**src/rtl/instr_seq_ctrl.sv**
```systemverilog
// Multi-cycle instruction sequencer: fetch/decode/execute/mem/writeback with
// ack timeouts, illegal-opcode trap, halt, and a retired-instruction counter.
`timescale 1ns/1ps

// state   | meaning
// FETCH   | imem_req held until imem_ack or timeout
// DECODE  | classify opcode, latch instruction class
// EXECUTE | capture branch_taken, pick MEM or WB
// MEM     | dmem_req held until dmem_ack or timeout
// WB      | pc_en / rf_we strobe, retire
// HALT    | absorbing, halted=1
// FAULT   | absorbing, fault=1 with fault_code
module instr_seq_ctrl #(
    parameter int TIMEOUT = 15
) (
    input  logic        clk,
    input  logic        reset,
    input  logic        imem_ack,
    input  logic [6:0]  opcode,
    input  logic        branch_taken,
    input  logic        dmem_ack,
    output logic        imem_req,
    output logic        dmem_req,
    output logic        dmem_we,
    output logic        rf_we,
    output logic        pc_en,
    output logic        pc_sel,
    output logic        halted,
    output logic        fault,
    output logic [1:0]  fault_code,
    output logic [31:0] instret
);

    typedef enum logic [2:0] {
        S_FETCH, S_DECODE, S_EXECUTE, S_MEM, S_WB, S_HALT, S_FAULT
    } state_t;

    localparam logic [6:0] OP_ALU    = 7'b0110011;
    localparam logic [6:0] OP_ALUI   = 7'b0010011;
    localparam logic [6:0] OP_LUI    = 7'b0110111;
    localparam logic [6:0] OP_AUIPC  = 7'b0010111;
    localparam logic [6:0] OP_BRANCH = 7'b1100011;
    localparam logic [6:0] OP_JAL    = 7'b1101111;
    localparam logic [6:0] OP_LOAD   = 7'b0000011;
    localparam logic [6:0] OP_STORE  = 7'b0100011;
    localparam logic [6:0] OP_SYSTEM = 7'b1110011;

    localparam logic [3:0] WAIT_LAST = 4'(TIMEOUT - 1);

    state_t      state, state_nxt;
    logic [3:0]  wait_cnt, wait_cnt_nxt;
    logic [1:0]  fault_code_nxt;
    logic        run;
    logic        is_load, is_store, is_branch, is_jal;
    logic        br_taken_q;
    logic        op_legal;

    assign op_legal = (opcode == OP_ALU)    || (opcode == OP_ALUI)  ||
                      (opcode == OP_LUI)    || (opcode == OP_AUIPC) ||
                      (opcode == OP_BRANCH) || (opcode == OP_JAL)   ||
                      (opcode == OP_LOAD)   || (opcode == OP_STORE);

    always_comb begin
        state_nxt      = state;
        wait_cnt_nxt   = wait_cnt;
        fault_code_nxt = fault_code;
        case (state)
            S_FETCH: begin
                // run holds off the very first cycle after reset release
                if (run) begin
                    if (imem_ack) begin
                        state_nxt = S_DECODE;
                    end else if (wait_cnt == WAIT_LAST) begin
                        state_nxt      = S_FAULT;
                        fault_code_nxt = 2'b01;
                    end else begin
                        wait_cnt_nxt = wait_cnt + 4'd1;
                    end
                end
            end
            S_DECODE: begin
                if (op_legal) begin
                    state_nxt = S_EXECUTE;
                end else if (opcode == OP_SYSTEM) begin
                    state_nxt = S_HALT;
                end else begin
                    state_nxt      = S_FAULT;
                    fault_code_nxt = 2'b11;
                end
            end
            S_EXECUTE: begin
                wait_cnt_nxt = 4'd0;
                state_nxt    = (is_load || is_store) ? S_MEM : S_WB;
            end
            S_MEM: begin
                if (dmem_ack) begin
                    state_nxt = S_WB;
                end else if (wait_cnt == WAIT_LAST) begin
                    state_nxt      = S_FAULT;
                    fault_code_nxt = 2'b10;
                end else begin
                    wait_cnt_nxt = wait_cnt + 4'd1;
                end
            end
            S_WB: begin
                wait_cnt_nxt = 4'd0;
                state_nxt    = S_FETCH;
            end
            default: state_nxt = state;
        endcase
    end

    always_ff @(posedge clk or posedge reset) begin
        if (reset) begin
            state      <= S_FETCH;
            wait_cnt   <= 4'd0;
            fault_code <= 2'b00;
            run        <= 1'b0;
            is_load    <= 1'b0;
            is_store   <= 1'b0;
            is_branch  <= 1'b0;
            is_jal     <= 1'b0;
            br_taken_q <= 1'b0;
            instret    <= 32'd0;
        end else begin
            state      <= state_nxt;
            wait_cnt   <= wait_cnt_nxt;
            fault_code <= fault_code_nxt;
            run        <= 1'b1;
            if (state == S_DECODE) begin
                is_load   <= (opcode == OP_LOAD);
                is_store  <= (opcode == OP_STORE);
                is_branch <= (opcode == OP_BRANCH);
                is_jal    <= (opcode == OP_JAL);
            end
            if (state == S_EXECUTE) begin
                br_taken_q <= branch_taken;
            end
            if (state == S_WB) begin
                instret <= instret + 32'd1;
            end
        end
    end

    assign imem_req = (state == S_FETCH) && run;
    assign dmem_req = (state == S_MEM);
    assign dmem_we  = (state == S_MEM) && is_store;
    assign pc_en    = (state == S_WB);
    assign rf_we    = (state == S_WB) && !is_store && !is_branch;
    assign pc_sel   = (state == S_WB) && (is_jal || (is_branch && br_taken_q));
    assign halted   = (state == S_HALT);
    assign fault    = (state == S_FAULT);

endmodule

```
**config.mk**
```make
export PLATFORM = sky130hd
export DESIGN_NAME = instr_seq_ctrl
export DESIGN_NICKNAME = d
export VERILOG_FILES = /design/src/rtl/instr_seq_ctrl.sv
export SDC_FILE = /design/constraint.sdc
export NUM_CORES = 1
export LEC_CHECK = 0
export ABC_CLOCK_PERIOD_IN_PS = 2910
export CORE_MARGIN = 3
export CORE_UTILIZATION = 49
export DETAILED_ROUTE_END_ITERATION = 8
export PLACE_DENSITY = 0.84
export SYNTH_ARGS = -nofsm -noshare
export SYNTH_HDL_FRONTEND = slang
export SYNTH_SLANG_ARGS = --single-unit
export TNS_END_PERCENT = 100
```
**constraint.sdc**
```tcl
create_clock -name clk -period 2.91 [get_ports clk]
set_input_delay 0.291 -clock clk [delete_from_list [all_inputs] [get_ports clk]]
set_output_delay 0.291 -clock clk [all_outputs]
set_load 0.05 [all_outputs]
```
Word level (Yosys, flattened, before mapping):

Cells that the tools add are included.

* add/subtract/negate cells: 2
* equal/unequal tests: 23
* muxes and demuxes: 21
* reduce and logical (&&, ||, !) cells: 25

Operators by type and width (number)
* adder 32 x 1 -> 32 bit, second input constant: 1
* equality test 7 x 6 -> 1 bit, second input constant: 3
* equality test 7 bit, second input constant: 3
* 2-to-1 mux 3 bit: 6
* 2-to-1 mux 2 bit: 8
* 2-to-1 mux 4 bit: 4
* one-hot mux 3 bit (5 select lines): 1
* equality test 7 x 5 -> 1 bit, second input constant: 2
* != test 2 bit, second input constant: 6
* one-hot mux 4 bit (3 select lines): 1
* equality test 3 bit, second input constant: 3
* logical OR 1 bit: 9
* AND reduction 8 bit: 1
* equality test 7 x 2 -> 1 bit, second input constant: 1
* equality test 3 x 2 -> 1 bit, second input constant: 2
* logical AND 1 bit: 6
* one-hot mux 2 bit (3 select lines): 1
* nonzero test 3 bit: 2
* nonzero test 5 bit: 1
* adder 4 x 1 -> 4 bit, second input constant: 1
* equality test 4 bit, second input constant: 1
* AND reduction 4 bit: 1
* equality test 3 x 1 -> 1 bit, second input constant: 1
* zero test 3 bit: 1
* other kinds (4): 5

* register bits after elaboration: 47

Longest topological paths before layout:

* depth in word-level cells: 10
* gate-level depth with buffers: 7
* gate-level depth less buffers: 7

Worst setup path after synthesis:

OpenSTA, ideal clock, no wires.

* path kind: register -> register
* from: register instret[0]
* to: register instret[18]
* arrival: 2.098 ns
* data required time: 2.768 ns
* slack: 0.670 ns
* stages on the path, launching flop included: 7
* buffers on the path: 0
* period minus slack after synthesis: 2.240 ns
* cells stage by stage: dfrtp_1 -> ha_1 -> or3b_4 -> nor4_4 -> and3_1 -> nand3_1 -> xnor2_1

* cells in the longest elaborated chain, start to end: 1

RTL lines
* start, declared: line 31 `output logic [31:0] instret`
* start signal, assigned: line 140 `instret <= instret + 32'd1;`
* adder 32 x 1 -> 32 bit: line 140

No other way between the ends.
A chain may end at the register's enable or synchronous reset.

Final worst setup path:

* from: register state[1]
* to: output port rf_we

* cells in the longest elaborated chain, start to end: 3

RTL lines
* start, declared: line 50 `state_t state, state_nxt;`
* start signal, assigned: line 126 `state <= state_nxt;`
* equality test 3 bit: line 149 `assign rf_we = (state == S_WB) && !is_store && !is_branch;`
* logical AND 1 bit (2 in series): line 149
* end, declared: line 25 `output logic rf_we,`

No other way between the ends.

==> impl_metrics.csv <==
group,metric,value,unit
final_layout,multi_input_gate_area_in_the_final_layout,1150,sq um
floorplanning,dieArea,5760,sq um
routing,final_antenna_net_count,0,
cts,ctsRootBufferMaster,"sky130_fd_sc_hd__clkbuf_8",
cts,tritoncts,"done",
critical_path,critPathMaxStageDelay,820,ps
cts,path_clk_slew,90,ps
routing,vias_per_cell,5.31,
timing,min_period_over_period,91.6,%
place,detailedPlacementHpwl,3640,microns
global_routing,first_global_vias,1865,
critical_path,crit_path_start_kind,"flip-flop",
synthesis,postSynthNetCount,259,
floorplanning,num_io_pins,54,
critical_path,rr_endpoint,"instret[18]",
synthesis,synth_area_leaders,"sky130_fd_sc_hd__dfrtp_1, sky130_fd_sc_hd__xnor2_1, sky130_fd_sc_hd__nand2_1, sky130_fd_sc_hd__xor2_1, sky130_fd_sc_hd__nor2_1",
flow_run,drv_cap,0,
final_layout,num_antenna_cells,0,
cts,cts_made_buffers,5,
synthesis,synth_top_area_share,49.1,%
timing,fin_worst_hold_slack,472,ps
timing,final-max-slew-violation-count,0,
routing,post-route-drc-count,0,
timing,report.final.hold_viol_count,0,
synthesis,ys_seq_elements,47,
power,fin_total_pwr,2.19,mW
min_path,min-delay-path-class,"flip-flop to flip-flop",
final_layout,layoutNonFillerInstCount,365,
cts,worst_skew_pair.late_latency,300,ps
routing,detail_route.wl_per_cell,13.5,microns
timing,timing.slew.headroom,36.5,%
routing,first_pass_iters,4,
cts,cts_hold_buffers,0,
critical_path,critical_path.slowest_cell,"sky130_fd_sc_hd__clkdlybuf4s50_1",
critical_path,worst_ep_arrival_time,2370,ps
synthesis,synth_async_sr_flop_share,100,%
synthesis,post_synth_top_area_cell,"sky130_fd_sc_hd__dfrtp_1",
critical_path,worst-r2r-cell-count,5,
global_routing,globalRouteOverflowTotal,0,
final_layout,area_growth_from_synthesis_to_layout,29.5,%
final_layout,sequential_cell_area,1180,sq um
min_path,timing.hold.worst.start,"instret[31]",
timing,maxClockFrequency,0.375,GHz
timing,fin_skew,9.53,ps
global_routing,antenna_violations_before_repair,0,
run_status,run_status,"finished, final reports clean",
final_layout,design_area,3100,sq um
synthesis,post_synth.cell_area_avg,9.81,sq um
timing,timing.final.crit_period,2660,ps
place,placed_cells_incl_taps,357,
floorplanning,die_h,75.9,microns
timing,timing_worst_slew_pin_value,951,ps
synthesis,synth_cell_types,40,
cts,cts-resized-gates,0,
cts,post_cts_buffers,0,
power,vdd_drop_max,0.357,mV
synthesis,yosys_synthesis_warning_count,0,
floorplanning,initial_utilization,52.8,%
power,power-per-cell-area,705,nW/um^2
final_layout,layout.filler_cells,368,
final_layout,final_layout_size_suffix_gt1_share,6.00,%
timing,setup_tns,0,ps
place,placedInstanceArea,2990,sq um
final_layout,final_net_count,314,
global_routing,grt_max_degree,48,
synthesis,synth_flop_cell,"sky130_fd_sc_hd__dfrtp_1",
synthesis,post_synthesis_instance_total,244,
synthesis,synth_common_cells,"sky130_fd_sc_hd__dfrtp_1, sky130_fd_sc_hd__nand2_1, sky130_fd_sc_hd__xnor2_1",
min_path,holdPathEnd,"instret[31]",
floorplanning,fp.dieW,75.9,microns
place,gp_congestion,0.849,
routing,detail_route.wirelength,4940,microns
synthesis,synth.yosys.seq_area_share,49.1,%
critical_path,timing.critical_path.cells,"nor2_1 -> nand2_1 -> nor3_1 -> clkdlybuf4s50_1",
critical_path,critPathLaunch,"state[1]",
place,numPortBuffers,53,
global_routing,track_usage,19.0,%
min_path,worstHoldPathCells,1,
critical_path,cpLargestDelayFamily,"buffers and inverters",
critical_path,timing.reg2reg.setup_slack,780,ps
floorplanning,floorplan.core_area,4530,sq um
synthesis,yosys.cell_count.top_type,"sky130_fd_sc_hd__dfrtp_1",
critical_path,startpoint_to_endpoint_class_of_the_critical_path,"flip-flop to output pin",
routing,num_vias,1938,
critical_path,worstPathRequired,2620,ps
timing,setup_violations,0,
timing,grt_setup_unrepaired,"false",
routing,detailedRoute.firstIterationViolations,101,
synthesis,synth_area,2390,sq um
critical_path,crit_path_end_kind,"output pin",
synthesis,count_of_flip_flops_with_a_built_in_enable_after_synthesis,0,
cts,cts_buffer_depth,2,
cts,cts_num_sinks,47,
critical_path,cp_num_buf_inv,1,
cts,cts_htree_levels,2,
power,leakagePower,1.35,nW
critical_path,critPathMaxFanout,18,
global_routing,grt_pass1_wl,8360,microns
floorplanning,row_count,24,
critical_path,rr_startpoint,"state[2]",
## flip-flops by register name, indices dropped and copies added, names as in the netlist
register    cells
instret        32
wait_cnt        4
state           3
fault_code      2
br_taken_q      1
is_branch       1
is_jal          1
is_load         1
is_store        1
run             1
## where the power goes
group / switching, mW / internal, mW / leakage (nW)
Combinational: 0.540 / 0.306 / 0.666
Sequential: 0.123 / 0.736 / 0.629
Clock: 0.225 / 0.256 / 0.0581
## area by class of cell
cell class / count / area share (%)
Multi-Input combinational cell: 181 / 37.2
Sequential cell: 47 / 37.9
Clock inverter: 3 / 1.41
Timing Repair Buffer: 54 / 17.4
Inverter: 10 / 1.21
Tap cell: 65 / 2.62
Clock buffer: 5 / 2.22
## per-stage QoR
step,setup slack (ps),util (%)
global route,46.6,68.4
CTS,247,68.4
floorplan,670,-
detailed placement,573,65.9
finish,245,68.4
global placement,632,65.9
## routing by layer
layer	vias to the layer above	track usage, %	share of wire, %	wire, microns
met5	-	0	0	0
li1	959	-	-	-
met2	70	32.9	50	2450
met3	6	5.15	5.8	288
met1	903	23.4	44	2160
met4	0	4.85	0.81	40
## worst reg2reg max path, cell delays in order (launching register included)
cell and delay, ps:
sky130_fd_sc_hd__dfrtp_1 630, sky130_fd_sc_hd__nand3_1 320, sky130_fd_sc_hd__nor4_4 520, sky130_fd_sc_hd__and3_1 290, sky130_fd_sc_hd__nand3_1 120, sky130_fd_sc_hd__xnor2_1 140
## cells in the final DEF, fill, tap and decap left out, types with 3 or more instances in the layout
cell                              count
sky130_fd_sc_hd__nand3_1             14
sky130_fd_sc_hd__o21ai_0              7
sky130_fd_sc_hd__a21oi_1             13
sky130_fd_sc_hd__o41ai_1              3
sky130_fd_sc_hd__and4_1               4
sky130_fd_sc_hd__xnor2_1             22
sky130_fd_sc_hd__and2_1               3
sky130_fd_sc_hd__clkbuf_8             5
sky130_fd_sc_hd__nand2_1             26
sky130_fd_sc_hd__ha_1                 3
sky130_fd_sc_hd__nor3_1              10
sky130_fd_sc_hd__inv_1                9
sky130_fd_sc_hd__a31oi_1              3
sky130_fd_sc_hd__clkdlybuf4s50_1     53
sky130_fd_sc_hd__nor2b_1              4
sky130_fd_sc_hd__xor2_1              11
sky130_fd_sc_hd__nand2b_1             4
sky130_fd_sc_hd__and3_1               5
sky130_fd_sc_hd__nand4_1              4
sky130_fd_sc_hd__dfrtp_1             47
sky130_fd_sc_hd__nor2_1              19
## cell families (layout without fill, tap and decap cells)
kind of cell / count (synthesis) / count (layout) / share of synthesized area, %
buf+inv: 16 / 72 / 2.61
mux: 2 / 2 / 0.941
compound gates: 34 / 34 / 8.78
fa+ha+maj: 3 / 3 / 1.57
xor+xnor: 33 / 33 / 12.1
other cells: 1 / 1 / 0.157
simple gates: 108 / 108 / 24.7
flops: 47 / 47 / 49.1
## worst max-delay path by stage
stage	slack [ps]	cells past startpoint	to
final	250	4	rf_we
after global routing	50	4	rf_we
after CTS	250	4	rf_we
after detailed placement	570	4	rf_we
after global placement	630	4	rf_we
after floorplan	670	6	instret[18]
No activity file was read; power rests on OpenSTA's default activity.
